**src/rtl/score_display_pkg.sv**
```systemverilog
// Shared constants, types and helpers for the score display block:
// segment patterns, BCD geometry, conversion FSM states and the double-dabble step.
package score_display_pkg;

  localparam int unsigned BCD_DIGITS = 5;
  localparam int unsigned BIN_W      = 16;
  localparam int unsigned NUM_AN     = 4;
  localparam int unsigned BCD_W      = BCD_DIGITS * 4;

  // Segment order is {g,f,e,d,c,b,a}, active-low.
  localparam logic [6:0] SEG_BLANK = 7'b1111111;
  localparam logic [6:0] SEG_0     = 7'b1000000;
  localparam logic [6:0] SEG_1     = 7'b1111001;
  localparam logic [6:0] SEG_2     = 7'b0100100;
  localparam logic [6:0] SEG_3     = 7'b0110000;
  localparam logic [6:0] SEG_4     = 7'b0011001;
  localparam logic [6:0] SEG_5     = 7'b0010010;
  localparam logic [6:0] SEG_6     = 7'b0000010;
  localparam logic [6:0] SEG_7     = 7'b1111000;
  localparam logic [6:0] SEG_8     = 7'b0000000;
  localparam logic [6:0] SEG_9     = 7'b0010000;

  typedef enum logic [1:0] {
    ST_IDLE   = 2'd0,
    ST_SHIFT  = 2'd1,
    ST_COMMIT = 2'd2
  } conv_state_e;

  function automatic int unsigned cnt_width(input int unsigned n);
    if (n <= 32'd1) begin
      return 32'd1;
    end else begin
      return $clog2(n);
    end
  endfunction

  // Pre-shift correction: every BCD nibble >= 5 gets 3 added.
  function automatic logic [BCD_W-1:0] dabble_adjust(input logic [BCD_W-1:0] bcd);
    logic [BCD_W-1:0] adj;
    adj = bcd;
    for (int i = 0; i < BCD_DIGITS; i++) begin
      if (bcd[i*4 +: 4] >= 4'd5) begin
        adj[i*4 +: 4] = bcd[i*4 +: 4] + 4'd3;
      end else begin
        adj[i*4 +: 4] = bcd[i*4 +: 4];
      end
    end
    return adj;
  endfunction

endpackage

```
**src/rtl/score_display_bcd_to_seg7.sv**
```systemverilog
// Combinational decimal digit to active-low 7-segment pattern, with a blank override.
module bcd_to_seg7
  import score_display_pkg::*;
(
  input  logic [3:0] digit,
  input  logic       blank,
  output logic [6:0] seg
);

  // Pattern lookup; codes above 9 never reach here but still map to dark.
  always_comb begin
    seg = SEG_BLANK;
    if (blank) begin
      seg = SEG_BLANK;
    end else begin
      case (digit)
        4'd0:    seg = SEG_0;
        4'd1:    seg = SEG_1;
        4'd2:    seg = SEG_2;
        4'd3:    seg = SEG_3;
        4'd4:    seg = SEG_4;
        4'd5:    seg = SEG_5;
        4'd6:    seg = SEG_6;
        4'd7:    seg = SEG_7;
        4'd8:    seg = SEG_8;
        4'd9:    seg = SEG_9;
        default: seg = SEG_BLANK;
      endcase
    end
  end

endmodule

```
**src/rtl/score_display.sv**
```systemverilog
// Score to 4-digit multiplexed 7-segment display: sequential double-dabble conversion,
// leading-zero blanking, overflow saturation at 9999 and blinking while the game is over.
module score_display
  import score_display_pkg::*;
#(
  parameter int unsigned CLK_HZ    = 100_000_000,
  parameter int unsigned SCAN_HZ   = 1000,
  parameter int unsigned BLINK_DIV = 25_000_000
) (
  input  logic              clk_100MHz,
  input  logic              reset_n,
  input  logic [BIN_W-1:0]  score,
  input  logic              score_valid,
  input  logic              status,
  output logic [6:0]        seg,
  output logic              dp,
  output logic [NUM_AN-1:0] an,
  output logic              busy
);

  localparam int unsigned SCAN_DIV = CLK_HZ / SCAN_HZ;
  localparam int unsigned SCAN_W   = cnt_width(SCAN_DIV);
  localparam int unsigned BLINK_W  = cnt_width(BLINK_DIV);
  localparam logic [SCAN_W-1:0]  SCAN_LAST  = SCAN_W'(SCAN_DIV - 32'd1);
  localparam logic [BLINK_W-1:0] BLINK_LAST = BLINK_W'(BLINK_DIV - 32'd1);

  conv_state_e          state_r;
  conv_state_e          state_next_s;
  logic                 load_s;
  logic                 shift_s;
  logic                 commit_s;
  logic [BIN_W-1:0]     cap_s;
  logic [BCD_W-1:0]     adj_s;

  logic [BIN_W-1:0]     bin_r;
  logic [BCD_W-1:0]     bcd_r;
  logic [3:0]           iter_r;
  logic [BIN_W-1:0]     pend_val_r;
  logic                 pend_r;

  logic [NUM_AN*4-1:0]  disp_r;
  logic                 ovf_r;

  logic [SCAN_W-1:0]    scan_cnt_r;
  logic [1:0]           idx_r;
  logic [BLINK_W-1:0]   blink_cnt_r;
  logic                 phase_on_r;

  logic [3:0]           digit_s;
  logic                 upper_nz_s;
  logic                 blank_s;
  logic [6:0]           seg_pat_s;

  logic [6:0]           seg_r;
  logic                 dp_r;
  logic [NUM_AN-1:0]    an_r;
  logic                 busy_r;

  // Conversion state register.
  always_ff @(posedge clk_100MHz or negedge reset_n) begin
    if (!reset_n) begin
      state_r <= ST_IDLE;
    end else begin
      state_r <= state_next_s;
    end
  end

  // Conversion next-state logic; 16 shift cycles then one commit cycle.
  always_comb begin
    state_next_s = state_r;
    case (state_r)
      ST_IDLE: begin
        if (score_valid || pend_r) begin
          state_next_s = ST_SHIFT;
        end else begin
          state_next_s = ST_IDLE;
        end
      end
      ST_SHIFT: begin
        if (iter_r == 4'd15) begin
          state_next_s = ST_COMMIT;
        end else begin
          state_next_s = ST_SHIFT;
        end
      end
      ST_COMMIT: state_next_s = ST_IDLE;
      default:   state_next_s = ST_IDLE;
    endcase
  end

  // Conversion control decode.
  always_comb begin
    load_s   = 1'b0;
    shift_s  = 1'b0;
    commit_s = 1'b0;
    case (state_r)
      ST_IDLE:   load_s   = score_valid || pend_r;
      ST_SHIFT:  shift_s  = 1'b1;
      ST_COMMIT: commit_s = 1'b1;
      default:   load_s   = 1'b0;
    endcase
  end

  // The live bus beats a held pending value when both are present in IDLE.
  assign cap_s = score_valid ? score : pend_val_r;
  assign adj_s = dabble_adjust(bcd_r);

  // Double-dabble shift register and iteration counter.
  always_ff @(posedge clk_100MHz or negedge reset_n) begin
    if (!reset_n) begin
      bin_r  <= '0;
      bcd_r  <= '0;
      iter_r <= 4'd0;
    end else if (load_s) begin
      bin_r  <= cap_s;
      bcd_r  <= '0;
      iter_r <= 4'd0;
    end else if (shift_s) begin
      {bcd_r, bin_r} <= {adj_s, bin_r} << 6'd1;
      iter_r         <= iter_r + 4'd1;
    end else begin
      bin_r  <= bin_r;
      bcd_r  <= bcd_r;
      iter_r <= iter_r;
    end
  end

  // Strobes arriving mid-conversion are held; only the latest survives.
  always_ff @(posedge clk_100MHz or negedge reset_n) begin
    if (!reset_n) begin
      pend_r     <= 1'b0;
      pend_val_r <= '0;
    end else if (score_valid && (state_r != ST_IDLE)) begin
      pend_r     <= 1'b1;
      pend_val_r <= score;
    end else if (load_s) begin
      pend_r     <= 1'b0;
      pend_val_r <= pend_val_r;
    end else begin
      pend_r     <= pend_r;
      pend_val_r <= pend_val_r;
    end
  end

  // Display digit registers; a non-zero fifth digit saturates to 9999.
  always_ff @(posedge clk_100MHz or negedge reset_n) begin
    if (!reset_n) begin
      disp_r <= '0;
      ovf_r  <= 1'b0;
    end else if (commit_s) begin
      if (bcd_r[BCD_W-1 -: 4] != 4'd0) begin
        disp_r <= 16'h9999;
        ovf_r  <= 1'b1;
      end else begin
        disp_r <= bcd_r[NUM_AN*4-1:0];
        ovf_r  <= 1'b0;
      end
    end else begin
      disp_r <= disp_r;
      ovf_r  <= ovf_r;
    end
  end

  // Digit scan prescaler and index.
  always_ff @(posedge clk_100MHz or negedge reset_n) begin
    if (!reset_n) begin
      scan_cnt_r <= '0;
      idx_r      <= 2'd0;
    end else if (scan_cnt_r == SCAN_LAST) begin
      scan_cnt_r <= '0;
      idx_r      <= idx_r + 2'd1;
    end else begin
      scan_cnt_r <= scan_cnt_r + SCAN_W'(1);
      idx_r      <= idx_r;
    end
  end

  // Blink timer; held in the on phase while the game runs.
  always_ff @(posedge clk_100MHz or negedge reset_n) begin
    if (!reset_n) begin
      blink_cnt_r <= '0;
      phase_on_r  <= 1'b1;
    end else if (status) begin
      blink_cnt_r <= '0;
      phase_on_r  <= 1'b1;
    end else if (blink_cnt_r == BLINK_LAST) begin
      blink_cnt_r <= '0;
      phase_on_r  <= ~phase_on_r;
    end else begin
      blink_cnt_r <= blink_cnt_r + BLINK_W'(1);
      phase_on_r  <= phase_on_r;
    end
  end

  // Current digit select and leading-zero blanking.
  always_comb begin
    digit_s    = disp_r[{idx_r, 2'b00} +: 4];
    upper_nz_s = 1'b0;
    for (int i = 0; i < NUM_AN; i++) begin
      if ((i >= int'(idx_r)) && (disp_r[i*4 +: 4] != 4'd0)) begin
        upper_nz_s = 1'b1;
      end else begin
        upper_nz_s = upper_nz_s;
      end
    end
    blank_s = (idx_r != 2'd0) && !ovf_r && !upper_nz_s;
  end

  bcd_to_seg7 u_bcd_to_seg7 (
    .digit (digit_s),
    .blank (blank_s),
    .seg   (seg_pat_s)
  );

  // Output registers.
  always_ff @(posedge clk_100MHz or negedge reset_n) begin
    if (!reset_n) begin
      seg_r  <= SEG_BLANK;
      dp_r   <= 1'b1;
      an_r   <= 4'b1111;
      busy_r <= 1'b0;
    end else begin
      seg_r  <= seg_pat_s;
      dp_r   <= ~ovf_r;
      an_r   <= phase_on_r ? ~(4'b0001 << idx_r) : 4'b1111;
      busy_r <= (state_next_s != ST_IDLE);
    end
  end

  assign seg  = seg_r;
  assign dp   = dp_r;
  assign an   = an_r;
  assign busy = busy_r;

endmodule

```
**config.mk**
```make
export PLATFORM = sky130hd
export DESIGN_NAME = score_display
export DESIGN_NICKNAME = d
export VERILOG_FILES = /design/src/rtl/score_display_pkg.sv /design/src/rtl/score_display_bcd_to_seg7.sv /design/src/rtl/score_display.sv
export SDC_FILE = /design/constraint.sdc
export NUM_CORES = 1
export LEC_CHECK = 0
export BUFFER_PORTS_ARGS = -buffer_cell sky130_fd_sc_hd__clkbuf_2
export CORE_MARGIN = 2
export CORE_UTILIZATION = 55
export DETAILED_ROUTE_END_ITERATION = 8
export HOLD_SLACK_MARGIN = 0.02
export PLACE_DENSITY_LB_ADDON = 0.05
export SLEW_MARGIN = 10
export SYNTH_ARGS = -nofsm -noshare
export SYNTH_HDL_FRONTEND = slang
export SYNTH_SLANG_ARGS = --single-unit
```
**constraint.sdc**
```tcl
create_clock -name clk_100MHz -period 2.23 [get_ports clk_100MHz]
set_clock_uncertainty 0.2 [all_clocks]
set_input_delay 0.3345 -clock clk_100MHz [delete_from_list [all_inputs] [get_ports clk_100MHz]]
set_output_delay 0.3345 -clock clk_100MHz [all_outputs]
set_load 0.03 [all_outputs]
```
==> results of run 1 <==
-- how the worst max path moves through the flow --
| stage | depth (start not counted) | to |
|---|---|---|
| after CTS | 4 | blink_cnt_r[24] |
| after global routing | 5 | blink_cnt_r[23] |
| after floorplan | 5 | blink_cnt_r[24] |
| after detailed placement | 4 | blink_cnt_r[21] |
| final | 4 | blink_cnt_r[24] |
| after global placement | 4 | blink_cnt_r[19] |
-- power groups by stage --
stage	Combinational, mW	Clock [mW]	Sequential (mW)
floorplan	1.63	0	3.50
global placement	2.11	0	3.53
detailed placement	2.20	0	3.55
CTS	2.24	2.59	3.53
global route	2.51	2.68	3.61
finish	2.21	2.54	3.53
-- kinds of logic after synthesis --
group                    count (synthesis)  synth area share, %
buffers and inverters                   54                 3.28
multiplexers                            45                 8.17
adder cells (fa/ha/maj)                 23                 4.44
AO/OA/AOI/OAI                          113                 11.4
AND/OR/NAND/NOR                        211                 16.1
XOR/XNOR                                34                 4.60
flip-flops                             134                 52.0
-- flip-flops by register name, summed over array words and instances, names as in the netlist --
signal,count
blink_cnt_r,25
bcd_r,20
scan_cnt_r,17
bin_r,16
disp_r,16
pend_val_r,16
seg,7
an,4
iter_r,4
idx_r,2
state_r,2
busy,1
dp,1
ovf_r,1
pend_r,1
phase_on_r,1
-- area by class of cell --
type                            instances  share of cell area (%)
Inverter                               27                    1.33
Multi-Input combinational cell        426                    38.1
Tap cell                              143                    2.35
Clock inverter                          4                   0.263
Clock buffer                           28                    6.78
Sequential cell                       134                    44.2
Timing Repair Buffer                   72                    6.99
-- worst reg2reg max path: stages (launching register included) --
cell and delay [ns]:
dfrtp_1 0.41, nand4_2 0.18, or4_4 0.62, or4_1 0.50
a21oi_1 0.16
-- synth_stat cells, types with 13 or more instances --
master	instances	area, um2
xnor2_1	23	201
dfrtp_1	121	3030
dfstp_2	13	342
clkbuf_1	22	82.6
o31ai_1	16	120
nor2_1	47	176
mux2_2	23	259
mux2i_1	18	180
ha_1	23	288
inv_1	27	101
nand2_1	63	236
o21ai_0	31	155
a21oi_1	32	160
nand3_1	36	180
a221o_1	15	150
-- layer usage --
metal / part of all wire (%) / vias to the layer above / wire length (um)
met3: 2.7 / 15 / 350
met5: 0 / - / 0
met2: 50 / 66 / 6400
li1: - / 2322 / -
met4: 1.4 / 0 / 187
met1: 46 / 2369 / 5980
-- repair_timing --
item	CTS	global route
endpoints found under the hold margin	139	0
cloned	0	0
hold buffers	18	0
pin swaps	1	1
setup buffers	0	1
resized for setup	0	1
endpoints found under the setup margin	1	1
-- metrics by stage --
stage | cell area (um2) | utilization, % | instances
after floorplan | 6480 | - | 614
after global placement | 6900 | 60.1 | 783
after detailed placement | 6900 | 60.1 | 783
after CTS | 7610 | 66.4 | 833
after global routing | 7620 | 66.5 | 834
final | 7620 | 66.5 | 834
==> impl_metrics.py, run 1 <==
metrics = {
    "outcome": {
        "status": "finished, final reports clean",
    },
    "die": {
        "start_util_pct": 56.5,
        "die_w_um": 113,
        "rows": 39,
        "die-area_mm2": 0.0127,
        "num_io_pins": 33,
        "fp.dieH_um": 113,
        "core_area_mm2": 0.0115,
    },
    "placed_design": {
        "gp_congestion": 0.848,
        "numPortBuffers": 32,
        "dp_hpwl_um": 8680,
        "dpl_worst_slack_ns": 0.0323,
    },
    "clock_tree": {
        "cts_made_buffers": 17,
        "cts_tree": "done",
        "cts_buffer_depth": 2,
        "cts_max_level": 4,
        "clockRootBuffer": "clkbuf_16",
        "clock_latency_ns": 0.41,
        "cts.sinks": 134,
        "clk_pin_slew_ns": 0.06,
    },
    "synthesis": {
        "syn_inst": 614,
        "seq_area_frac_synth_pct": 52.0,
        "synth-edff-count": 0,
        "yosys_most_used_dff": "dfrtp_1",
        "synth.avg_cell_area_um2": 10.6,
        "ys_warn_count": 0,
        "yosysUniqueCellTypes": 45,
        "synth_area_mm2": 0.00648,
        "synth-async-reset-ratio_pct": 100,
        "ys_ff_latch": 134,
        "syn_nets": 657,
    },
    "timing": {
        "timing.hold.ws_ns": 0.0838,
        "rsz0062_at_grt": "false",
        "slew_violations": 0,
        "finalSetupViolations": 0,
        "layout_min_cycle_time_ns": 2.15,
        "fin_setup_tns_ns": 0,
        "finalCritPeriodShare_pct": 96.2,
        "max_slew.worst_pin.slew_ns": 0.495,
        "fmax_ghz": 0.466,
        "max_slew_margin_pct": 66.8,
        "hold_viol_final": 0,
        "layout_setup_ws_ns": 0.0846,
    },
    "finish": {
        "layout_commonest_cell": "dfrtp_1",
        "area_growth_pct": 17.6,
        "final_cell_mix": "dfrtp_1 (120), nand2_1 (63), nor2_1 (47)",
        "antenna_cells": 0,
        "drive_above_1_share_pct": 18.5,
        "nets": 721,
        "layout.area.seq_mm2": 0.00337,
        "fillers": 907,
        "multi_input_area_mm2": 0.00290,
    },
    "global_route": {
        "grt_most_used_layer": "met2",
        "grtUsageMet2_pct": 37.4,
        "antenna_found_initial": 0,
        "grt_pass1_vias": 4885,
        "gr-total-overflow": 0,
        "grt_use_total_pct": 22.3,
        "grt_max_degree": 69,
        "grt_pass1_wl_um": 22900,
        "grt_use_met3_pct": 5.02,
        "use_met1_pct": 28.7,
    },
    "critical_path": {
        "cp_slowest_stage_delay_ns": 0.62,
        "r2r_slack_ns": 0.08,
        "ff2ff_path_depth": 4,
        "criticalPathCategory": "flip-flop to flip-flop",
        "critical_path_peak_fanout": 10,
        "r2r_start": "blink_cnt_r[4]",
        "cpMaxStageDelayCell": "or4_4",
        "worstReg2RegEnd": "blink_cnt_r[24]",
        "worst-path-buf-inv": 0,
        "crit_chain": "nand4_2, or4_4, or4_1, a21oi_1",
        "end_kind": "flip-flop",
        "crit_arrival_ns": 2.28,
        "startpoint": "blink_cnt_r[4]",
        "cp_top_family": "simple AND/OR/NAND/NOR gates",
        "required_ns": 2.37,
        "start_kind": "flip-flop",
    },
    "drt": {
        "wl_um": 12900,
        "drc": 0,
        "drt_pass1_iterations": 4,
        "wire_per_inst_um": 15.5,
        "vias": 4772,
        "vias_per_cell": 5.72,
        "drt_iter0_markers": 228,
        "final_antenna_net_count": 0,
    },
    "power_and_ir_drop": {
        "power.share.clock_pct": 30.7,
        "switchingPower_mw": 2.60,
        "ir_worst_vdd_uv": 1110,
        "power_mw": 8.28,
        "p_int_mw": 5.68,
        "power_frac_seq_pct": 42.6,
        "leakagePower_nw": 3.33,
        "power_density_mw_per_mm2": 1090,
        "comb_power_share_pct": 26.7,
        "swShare_pct": 31.4,
    },
    "hold_path": {
        "holdCritPathClass": "input pin to asynchronous set/reset pin",
    },
    "job": {
        "cap_violations": 0,
    },
}
Note: power is estimated with default switching activity, not from simulation.
==> run 2, diff against run 1 <==
CORE_UTILIZATION = 53   (was 55)
GPL_TIMING_DRIVEN = 0   (was unset)
SYNTH_HIERARCHICAL = 1   (was unset)
==> run 2 against run 1 <==
  * Sequential share of layout area shrank 0.99 points
  * Worst hold slack gained 0.11 ns
  * Critical path depth grew 1
  * Sequential cell count is the same
  * Critical path type unchanged
  * Largest power group unchanged
==> impl_metrics.py, run 2 <==
metrics = {
    "outcome": {
        "status": "finished, final reports clean",
    },
    "synthesis": {
        "ys_ff_latch": 134,
        "synth-edff-count": 0,
        "synth.most_common_cell": "dfrtp_1",
        "synth_common_cells": "dfrtp_1 (121), nand2_1 (58), nor2_1 (50)",
        "seq_area_frac_synth_pct": 51.7,
        "yosys.area.top_type": "dfrtp_1",
        "synth-async-reset-ratio_pct": 100,
        "synth_top_area_share_pct": 46.5,
        "yosysUniqueCellTypes": 50,
        "ys_warn_count": 6,
        "syn_inst": 611,
        "syn_nets": 654,
        "synth.avg_cell_area_um2": 10.7,
        "synth_area_mm2": 0.00652,
        "yosys_most_used_dff": "dfrtp_1",
        "yosys-top-cells-area": "dfrtp_1 (46%), dfstp_2 (5.2%), ha_1 (4.4%), mux2_2 (3.8%), nand2_1 (3.3%)",
    },
    "timing": {
        "max_slew.worst_pin.slew_ns": 0.674,
        "finalCritPeriodShare_pct": 100,
        "fin_setup_tns_ns": 0,
        "hold_viol_final": 0,
        "max_slew_margin_pct": 54.8,
        "fmax_ghz": 0.449,
        "slew_violations": 0,
        "layout_min_cycle_time_ns": 2.23,
        "finalSetupViolations": 0,
        "rsz0062_at_grt": "true",
    },
    "global_route": {
        "grt_pass1_wl_um": 23200,
        "grt_max_degree": 91,
        "grt_pass1_vias": 4979,
        "grt_use_total_pct": 22.3,
        "antenna_found_initial": 0,
        "gr-total-overflow": 0,
    },
    "die": {
        "die_w_um": 115,
        "core_area_mm2": 0.0120,
        "rows": 40,
        "fp.dieH_um": 115,
        "start_util_pct": 54.3,
        "die-area_mm2": 0.0132,
        "num_io_pins": 33,
    },
    "critical_path": {
        "worstSetupEndpoint": "blink_cnt_r[23]",
        "critical_path_peak_fanout": 5,
        "r2r_slack_ns": 0.0009,
        "required_ns": 2.31,
        "startpoint": "blink_cnt_r[10]",
        "start_kind": "flip-flop",
        "r2r_start": "blink_cnt_r[10]",
        "crit_arrival_ns": 2.31,
        "criticalPathCategory": "flip-flop to flip-flop",
        "end_kind": "flip-flop",
        "ff2ff_path_depth": 5,
        "worstReg2RegEnd": "blink_cnt_r[23]",
    },
    "finish": {
        "largest_register_ffs": 25,
        "area_growth_pct": 19.6,
        "final_cell_mix": "dfrtp_1 (120), nand2_1 (57), nor2_1 (44)",
        "drive_above_1_share_pct": 19.9,
        "layout_commonest_cell": "dfrtp_1",
        "nets": 733,
        "antenna_cells": 0,
        "largest_register": "blink_cnt_r",
        "reg.largest.list": "blink_cnt_r x25, bcd_r x20, scan_cnt_r x17",
        "stdcell_count": 847,
        "final_area_mm2": 0.00780,
        "fillers": 974,
    },
    "placed_design": {
        "numPortBuffers": 31,
        "gp_congestion": 0.779,
        "dp.cells": 790,
        "dp_hpwl_um": 8910,
        "placed_area_mm2": 0.00690,
    },
    "clock_tree": {
        "cts.sinks": 134,
        "clockRootBuffer": "clkbuf_16",
        "cts_tree": "done",
        "cts_buffer_depth": 2,
        "clk_pin_slew_ns": 0.05,
        "cts_max_level": 4,
        "cts_made_buffers": 17,
        "clock_latency_ns": 0.41,
    },
    "drt": {
        "final_antenna_net_count": 0,
        "drt_iter0_markers": 307,
        "vias": 4819,
        "drt_pass1_iterations": 4,
        "drc": 0,
        "wl_um": 13300,
        "wire_per_inst_um": 15.7,
        "vias_per_cell": 5.69,
    },
    "power_and_ir_drop": {
        "p_int_mw": 5.60,
        "power_frac_seq_pct": 42.5,
        "ir_worst_vdd_uv": 682,
        "power.share.clock_pct": 32.3,
        "leakagePower_nw": 3.41,
        "comb_power_share_pct": 25.2,
        "switchingPower_mw": 2.45,
        "power_density_mw_per_mm2": 1030,
        "swShare_pct": 30.5,
    },
    "hold_path": {
        "hold_start": "ovf_r",
        "holdCritPathClass": "flip-flop to flip-flop",
        "hold_depth": 1,
    },
    "job": {
        "cap_violations": 0,
    },
}
[run 2: worst min-delay path by stage]
stage | endpoint | slack, ns
floorplan | bcd_r[0] | -0.16
global placement | dp | 0.20
detailed placement | blink_cnt_r[13] | 0.1
CTS | dp | 0.21
global route | blink_cnt_r[8] | 0.26
finish | dp | 0.20
[run 2: routing by layer]
layer  track usage, %  share of wire, %
met1             28.1                46
met2             37.5                49
met3             6.06               3.2
met4             7.39               1.2
met5                0                 0
[run 2: cell type report]
type / count / area (um2) / area share (%)
well taps: 147 / 184 / 2.36
flip-flops and latches: 134 / 3370 / 43.2
plain buffers: 25 / 124 / 1.59
clock inverters: 4 / 45.0 / 0.578
multi-input cells: 430 / 3030 / 38.9
inverters: 21 / 78.8 / 1.01
clock buffers: 25 / 505 / 6.48
repair buffers: 61 / 458 / 5.87
[run 2: cells by family after synthesis]
| group | share of synthesized area (%) |
|---|---|
| and+or+nand+nor | 17.3 |
| DFF | 51.7 |
| AOI/OAI and AO/OA | 10.7 |
| buffers and inverters | 2.96 |
| muxes | 7.80 |
| xor gates and xnor gates | 5.11 |
| adders and majority gates | 4.42 |
[run 2: timing repair]
item / 4_1_cts / 5_1_grt
gates resized for setup: 9 / 20
pin swaps: 1 / 7
setup buffers: 5 / 5
cloned: 1 / 0
endpoints found under the setup margin: 48 / 38
hold buffers: 18 / 0
hold endpoints to repair: 61 / 0
[run 2: worst max-delay path, stage by stage (launching register included)]
cell,delay [ns]
dfrtp_1,0.39
or4_4,0.54
or4_4,0.53
o21bai_4,0.23
buf_6,0.19
a21oi_2,0.04
[run 2: per-stage QoR]
step                hold WS (ns)  power [mW]  setup WS [ns]  utilization (%)
floorplan                 -0.161        4.88         0.0927                -
CTS                        0.208        8.10        -0.0249             64.1
detailed placement        0.0974        5.44         -0.218             57.4
global route               0.259        8.56        -0.0786             64.9
finish                     0.199        8.06       0.000864             64.9
global placement           0.201        5.32          -1.48             57.1
[run 2: power groups by stage]
stage	sequential [mW]	clock (mW)	combinational, mW
4_1_cts	3.41	2.65	2.04
6_report	3.42	2.60	2.03
2_1_floorplan	3.40	0	1.48
5_1_grt	3.50	2.77	2.29
3_3_place_gp	3.42	0	1.90
3_5_place_dp	3.44	0	1.99
==> run 3, diff against run 2 <==
CORE_ASPECT_RATIO = 0.7   (was unset)
==> run 3 against run 2 <==
  * The flow now finishes with violations (setup timing)
  * Wire length grew 3.1%
  * First-iteration DRC count rose by 21%
  * Die area increased by 0.11%
  * Global-route usage grew 0.088 points
  * Core utilization is 1.1 points higher
  * Sequential cell count stayed put
==> impl_metrics.py, run 3 (synthesis results as in run 2) <==
metrics = {
    "outcome": {
        "status": "finished with violations",
        "violations": "setup timing",
    },
    "clock_tree": {
        "clk_pin_slew_ns": 0.06,
        "cts_made_buffers": 17,
        "cts_tree": "done",
        "clockRootBuffer": "clkbuf_16",
        "cts_max_level": 4,
        "cts.sinks": 134,
        "clock_latency_ns": 0.41,
        "cts_buffer_depth": 2,
    },
    "critical_path": {
        "criticalPathCategory": "flip-flop to flip-flop",
        "end_kind": "flip-flop",
        "startpoint": "blink_cnt_r[9]",
        "worst_path_most_repeated_cell": "or4_4",
        "required_ns": 2.32,
        "critical_path_peak_fanout": 10,
        "worstSetupEndpoint": "blink_cnt_r[11]",
        "ff2ff_path_depth": 5,
        "cp_slowest_stage_delay_ns": 0.53,
        "r2r_start": "blink_cnt_r[9]",
        "crit_arrival_ns": 2.37,
        "crit_chain": "or4_4, or4_4, o21bai_4, buf_6, nor2_1",
        "r2r_slack_ns": -0.04,
        "cpMaxStageDelayCell": "or4_4",
        "worstReg2RegEnd": "blink_cnt_r[11]",
        "start_kind": "flip-flop",
    },
    "global_route": {
        "grt_pass1_vias": 4731,
        "antenna_found_initial": 0,
        "grt_max_degree": 79,
        "grt_use_total_pct": 22.4,
        "gr-total-overflow": 0,
        "grt_pass1_wl_um": 23400,
    },
    "placed_design": {
        "dpl_worst_slack_ns": -0.193,
        "placed_area_mm2": 0.00691,
        "dp.cells": 800,
        "numPortBuffers": 31,
        "dp_hpwl_um": 9270,
        "gp_congestion": 0.819,
    },
    "finish": {
        "area_growth_pct": 20.1,
        "fillers": 923,
        "reg.largest.list": "blink_cnt_r x25, bcd_r x20, scan_cnt_r x17",
        "final_area_mm2": 0.00783,
        "finish.utilization_pct": 66.0,
        "layout_commonest_cell": "dfrtp_1",
        "nets": 734,
        "largest_register": "blink_cnt_r",
        "drive_above_1_share_pct": 20.7,
        "antenna_cells": 0,
        "largest_register_ffs": 25,
        "final_cell_mix": "dfrtp_1 (120), nand2_1 (57), nor2_1 (45)",
        "stdcell_count": 861,
    },
    "die": {
        "rows": 33,
        "die_w_um": 137,
        "fp.dieH_um": 96.8,
        "start_util_pct": 55.0,
        "core_area_mm2": 0.0119,
        "die-area_mm2": 0.0132,
        "num_io_pins": 33,
    },
    "timing": {
        "slew_violations": 0,
        "rsz0062_at_grt": "true",
        "layout_min_cycle_time_ns": 2.27,
        "finalCritPeriodShare_pct": 102,
        "finalSetupViolations": 25,
        "hold_viol_final": 0,
        "layout_setup_ws_ns": -0.0435,
        "fin_setup_tns_ns": -0.530,
        "max_slew.worst_pin.slew_ns": 0.846,
        "max_slew_margin_pct": 43.6,
        "fmax_ghz": 0.440,
    },
    "drt": {
        "vias_per_cell": 5.60,
        "final_antenna_net_count": 0,
        "wl_um": 13700,
        "drt_iter0_markers": 372,
        "drc": 0,
        "vias": 4821,
        "drt_pass1_iterations": 4,
        "wire_per_inst_um": 15.9,
    },
    "power_and_ir_drop": {
        "power_density_mw_per_mm2": 1030,
        "ir_worst_vdd_uv": 713,
        "leakagePower_nw": 3.40,
    },
    "hold_path": {
        "holdCritPathClass": "flip-flop to flip-flop",
    },
    "job": {
        "cap_violations": 0,
    },
}
-- run 3: worst min-delay path by stage --
| stage | endpoint | startpoint | cells past startpoint |
|---|---|---|---|
| after global routing | dp | ovf_r | 1 |
| after detailed placement | blink_cnt_r[5] | reset_n | 1 |
| after global placement | dp | ovf_r | 1 |
| after floorplan | bcd_r[0] | reset_n | 0 |
| after CTS | dp | ovf_r | 1 |
| final | dp | ovf_r | 1 |
-- run 3: power breakdown --
| part | internal (mW) | switching [mW] |
|---|---|---|
| Clock | 1.57 | 1.07 |
| Sequential | 3.00 | 0.423 |
| Combinational | 0.931 | 1.10 |
-- run 3: repair_timing --
item                                    CTS  global route
buffers inserted                          5             6
pin swaps                                 1             7
endpoints found under the setup margin   38            50
cloned                                    1             0
resized for setup                         9            18
hold endpoints to repair                 60             0
hold buffers                             18             0
-- run 3: stage by stage --
step                      power, mW  hold WS [ns]
final                          8.09         0.199
after CTS                      8.15         0.198
after global placement         5.34         0.193
after global routing           8.59         0.218
after detailed placement       5.44         0.131
after floorplan                4.88        -0.161
-- run 3: final cells by class --
| class | instances | area [um2] | area share [%] |
|---|---|---|---|
| plain buffers | 25 | 124 | 1.58 |
| clock buffers | 18 | 439 | 5.61 |
| clock inverters | 14 | 131 | 1.68 |
| inverters | 21 | 78.8 | 1.01 |
| multi-input cells | 430 | 3020 | 38.5 |
| flip-flops and latches | 134 | 3370 | 43.1 |
| well taps | 157 | 196 | 2.51 |
| repair buffers | 62 | 469 | 6.00 |
-- run 3: layer usage --
metal | up-vias | track usage, % | share of wire [%]
li1 | 2353 | - | -
met1 | 2368 | 34.5 | 53
met2 | 86 | 31.7 | 43
met3 | 14 | 4.14 | 3.0
met4 | 0 | 7.85 | 1.2
met5 | - | 0 | 0
-- run 3: worst max-delay path: cells and delay by family (launching register included) --
| kind | cells | cell delay [ns] |
|---|---|---|
| DFF | 1 | 0.41 |
| and+or+nand+nor | 3 | 1.11 |
| buffers and inverters | 1 | 0.18 |
| AOI/OAI and AO/OA | 1 | 0.25 |
